`src/rtl/stream_checker_pkg.sv`:
```
// Shared types and LFSR helper for the stream checker: state encoding,
// the Galois tap constant and the one-step LFSR advance.
package stream_checker_pkg;

    typedef enum logic [1:0] {
        IDLE  = 2'd0,
        ARMED = 2'd1,
        PASS  = 2'd2,
        FAIL  = 2'd3
    } state_e;

    // x^32 + x^22 + x^2 + x + 1
    localparam logic [31:0] LFSR_TAPS = 32'h8020_0003;

    // Galois right-shift: the bit shifted out of bit 0 folds back via the taps
    function automatic logic [31:0] lfsr_next(input logic [31:0] s);
        return (s >> 1) ^ (s[0] ? LFSR_TAPS : 32'd0);
    endfunction

endpackage

```
`src/rtl/stream_checker_lfsr_gen.sv`:
```
// 32-bit Galois LFSR producing the expected word sequence; load has
// priority over advance so a restart always begins at seed_i.
module lfsr_gen
    import stream_checker_pkg::*;
#(
    parameter logic [31:0] Seed = 32'hCAFE_0001
) (
    input  logic        clk_i,
    input  logic        rst_ni,
    input  logic        load_i,
    input  logic [31:0] seed_i,
    input  logic        en_i,
    output logic [31:0] state_o
);

    logic [31:0] state_q;
    logic [31:0] state_d;

    always_comb begin
        state_d = state_q;
        if (load_i) begin
            state_d = seed_i;
        end else if (en_i) begin
            state_d = lfsr_next(state_q);
        end
    end

    always_ff @(posedge clk_i or negedge rst_ni) begin
        if (!rst_ni) begin
            state_q <= Seed;
        end else begin
            state_q <= state_d;
        end
    end

    assign state_o = state_q;

endmodule

```
`config.mk`:
```
export PLATFORM = sky130hd
export DESIGN_NAME = lfsr_gen
export DESIGN_NICKNAME = d
export VERILOG_FILES = /design/src/rtl/stream_checker_pkg.sv /design/src/rtl/stream_checker_lfsr_gen.sv
export SDC_FILE = /design/constraint.sdc
export NUM_CORES = 1
export LEC_CHECK = 0
export ABC_AREA = 1
export CORE_UTILIZATION = 42
export CTS_BUF_LIST = sky130_fd_sc_hd__clkbuf_8
export DETAILED_ROUTE_END_ITERATION = 12
export GPL_ROUTABILITY_DRIVEN = 1
export GPL_TIMING_DRIVEN = 0
export HOLD_SLACK_MARGIN = 0.12
export PLACE_DENSITY = 0.81
export SYNTH_ARGS = -nofsm -noshare
export SYNTH_HDL_FRONTEND = slang
export SYNTH_SLANG_ARGS = --single-unit
```
`constraint.sdc`:
```
create_clock -name clk_i -period 1.1 [get_ports clk_i]
set_clock_uncertainty 0.05 [all_clocks]
set_input_delay 0.22 -clock clk_i [delete_from_list [all_inputs] [get_ports clk_i]]
set_output_delay 0.22 -clock clk_i [all_outputs]
set_load 0.1 [all_outputs]
```
### Word-level counts from Yosys, hierarchy flattened

Index checks and enable logic that the tools add are counted.

* register bits: 32
* output and inout port bits: 32
* word-level logic and storage cells: 6

* multiplexer cells: 3
* bitwise logic cells: 1
* reductions and logical operators: 1

Operators by type and width (count)
* $mux W32: 3
* $xor A31 B32 Y32: 1
* $reduce_bool A2 Y1: 1

### Longest topological paths before layout

* word-level depth: 4
* mapped depth: 6
* gate-level depth less buffers: 4

### Worst setup path after synthesis

No wires, ideal clock.

* path type: register to register
* start point: reg state_q[2], in the netlist state_o[2]
* end point: reg state_q[1], in the netlist state_o[1]
* library setup time: 0.124 ns
* arrival: 1.186 ns
* slack: -0.260 ns
* cell stages (with the launch flop): 4
* buffers on the path: 0
* clock period less this slack: 1.360 ns
* cells stage by stage: dfrtp_1 > nand2_1 > nand3_1 > nand2_1

* word-level cells in the longest chain between the ends: 3

RTL lines
* from (decl): RTL line stream_checker_lfsr_gen.sv:16 `logic [31:0] state_q;`
* from (signal assigned): RTL line stream_checker_lfsr_gen.sv:32 `state_q <= state_d;`
* $xor A31 B32 Y32: RTL line stream_checker_pkg.sv:17 `return (s >> 1) ^ (s[0] ? LFSR_TAPS : 32'd0);`
* $mux W32: RTL line stream_checker_lfsr_gen.sv:23 `end else if (en_i) begin`
* $mux W32: RTL line stream_checker_lfsr_gen.sv:21 `if (load_i) begin`

No other way between the ends. The select of a mux whose other input is x is not followed.
A chain may end at the register's enable or synchronous reset.

### Worst setup path in the final report

* start point: reg state_q[30], in the netlist state_o[30]
* end point: out state_o[30]

RTL lines
* to (decl): RTL line stream_checker_lfsr_gen.sv:13 `output logic [31:0] state_o`

No word-level cell between the ends.

==> flow_metrics.env <==
export IMPL_outcome="complete, but fails checks"
export IMPL_violations="negative hold slack, negative setup slack"
export IMPL_timing_rr_end="state_o[0]$_DFFE_PN1P_"
export IMPL_io_buffers=66
export IMPL_cts_root_buf="clkbuf_8"
export IMPL_synth_distinct_cells=11
export IMPL_synthTopCellsByArea="dfrtp_1 (34%), nand2_1 (25%), dfstp_2 (21%)"
export IMPL_p_seq_frac=0.341
export IMPL_setup_viol=35
export IMPL_area_growth_pct=98.9
export IMPL_cts_sink_count=32
export IMPL_cp_start_kind="flip-flop"
export IMPL_r2r_cells=5
export IMPL_yosysTopAreaCell="dfrtp_1"
export IMPL_start_util=0.441
export IMPL_max_slew_worst_pin_slew_ps=702
export IMPL_timing_final_crit_share=1.25
export IMPL_sw_frac_of_total=0.413
export IMPL_relSlewSlack=0.532
export IMPL_fin_nets=329
export IMPL_cp_num_cells=1
export IMPL_coreArea_um2=3340
export IMPL_die_w_um=61.2
export IMPL_ant_nets=0
export IMPL_place_hpwl_um=2600
export IMPL_r2r_slack_ps=-40
export IMPL_crit_required_ps=830
export IMPL_crit_chain="buf_12"
export IMPL_drt_total_wl_um=5080
export IMPL_rsz0062_at_grt="yes"
export IMPL_pin_count=68
export IMPL_rows=21
export IMPL_hold_class="in2async"
export IMPL_fillers=166
export IMPL_drt_initial_drc_count=186
export IMPL_antenna_cells=0
export IMPL_ff_latch_area_um2=886
export IMPL_place_gp_congestion=0.747
export IMPL_track_usage=0.285
export IMPL_seq_area_frac_synth=0.555
export IMPL_pwr_share_comb=0.468
export IMPL_cpMaxStageDelayCell="dfstp_4"
export IMPL_largest_register_ffs=32
export IMPL_cp_arrival_ps=1100
export IMPL_synth_fp_nets=222
export IMPL_fin_crit_ps=1370
export IMPL_ys_ff_latch=32
export IMPL_grt_start_max_net_pins=33
export IMPL_cp_end_kind="output port"
export IMPL_placed_area_um2=2250
export IMPL_power_switching_mw=1.86
export IMPL_cts_tree="yes"
export IMPL_clk_path_buf_depth=2
export IMPL_drcViolationCount=0
export IMPL_clkLatencyLatePin_ps=290
export IMPL_drive_above_1_share=0.395
export IMPL_via_per_inst=4.98
export IMPL_multi_input_area_um2=569
export IMPL_numCtsBuffers=5
export IMPL_peakVddDrop_mv=1.07
export IMPL_power_leakage_nw=1.38
export IMPL_vias=1692
export IMPL_critical_path_max_stage_delay_ps=640
export IMPL_synth_cells=186
export IMPL_synth_top_area_frac=0.340
export IMPL_grt_pass1_wl_um=7450
export IMPL_die_area_um2=3740
export IMPL_dr_pass1_iters=4
export IMPL_path_buf_inv=1
export IMPL_antenna_found_initial=0
export IMPL_post_drt_wl_per_cell_um=14.9
export IMPL_whs_ps=-67.7
export IMPL_syn_area_per_cell_um2=7.90
export IMPL_worstReg2RegStart="state_o[0]$_DFFE_PN1P_"
export IMPL_cts_htree_levels=2
export IMPL_max_freq_mhz=729
export IMPL_power_report_internal_total_mw=2.63
export IMPL_power_density_nw_per_um2=1530
export IMPL_timing_final_max_slew_violations=0
export IMPL_grt_pass1_vias=1649
export IMPL_yosysWarnings=0
export IMPL_path_delay_family="flip-flops"
export IMPL_design_area_um2=2920
export IMPL_cap_violations=0
export IMPL_critPathMaxFanout=2
export IMPL_final_common_cell="nand2_1"
export IMPL_die_h_um=61.2
export IMPL_syn_area_um2=1470
export IMPL_pwr_share_clk=0.191
export IMPL_total_power_mw=4.49
export IMPL_overflow=0
export IMPL_clkTransAtPathRegs_ps=70
export IMPL_hold_violations=20
export IMPL_worstSetupPathType="reg2out"
export IMPL_setup_ws_ps=-272
export IMPL_layout_common_cells="nand2_1 (99), buf_4 (36), nand3_1 (32), clkdlybuf4s50_1 (32), buf_12 (32)"
[synth_stat cells, drive strengths merged]
cell,count
inv,8
a21oi,3
nor2,2
dfrtp,20
clkbuf,2
nand2,99
buf,8
dfstp,12
nand3,32
[area by class of cell]
type,instances,area share
plain buffers,10,0.0244
clock buffers,5,0.0235
clock inverters,3,0.00385
inverters,8,0.0103
multi-input cells,136,0.195
flip-flops and latches,32,0.303
well taps,46,0.0197
repair buffers,100,0.421
[logic make-up after synthesis]
| family | count (synthesis) | synth area share |
|---|---|---|
| compound gates | 3 | 0.0102 |
| buf+inv | 18 | 0.0579 |
| flops | 32 | 0.555 |
| simple gates | 133 | 0.377 |
[worst max-delay path by stage]
stage / from / endpoint / slack, ps
floorplan: state_o[0]$_DFFE_PN1P_ / state_o[1]$_DFFE_PN0P_ / -80
global placement: rst_ni / state_o[24]$_DFFE_PN0P_ / -960
detailed placement: state_o[0]$_DFFE_PN1P_ / state_o[0] / -940
CTS: state_o[0]$_DFFE_PN1P_ / state_o[0] / -270
global route: state_o[30]$_DFFE_PN1P_ / state_o[30] / -280
finish: state_o[30]$_DFFE_PN1P_ / state_o[30] / -270
[power by group through the flow]
stage               Combinational (mW)  Sequential [mW]  Clock [mW]
finish                            2.10             1.53       0.858
global route                      2.18             1.54       0.913
CTS                               2.03             1.53       0.855
detailed placement                1.56             1.51           0
global placement                  1.55             1.51           0
floorplan                        0.204             2.42           0
[through the flow]
stage / TNS, ps / util / std cells / hold WS, ps / setup slack [ps]
after global routing: -5050 / 0.876 / 340 / -14.7 / -284
after detailed placement: -33850 / 0.675 / 298 / 256 / -940
final: -4330 / 0.876 / 340 / -67.7 / -272
after global placement: -59590 / 0.677 / 298 / 438 / -964
after floorplan: -159 / - / 186 / -126 / -76.4
after CTS: -4320 / 0.863 / 334 / -49.6 / -267
[what timing repair did]
action	in CTS	in global routing
hold endpoints to repair	20	20
buffers inserted	28	6
resized for setup	294	0
pin swaps	1	1
setup endpoints to repair	55	35
[routing by layer]
metal | track usage | part of all wire
met5 | 0 | 0
met3 | 0.0504 | 0.045
met1 | 0.323 | 0.39
met4 | 0.153 | 0.020
met2 | 0.509 | 0.55
Note: power is estimated with default switching activity, not from simulation.
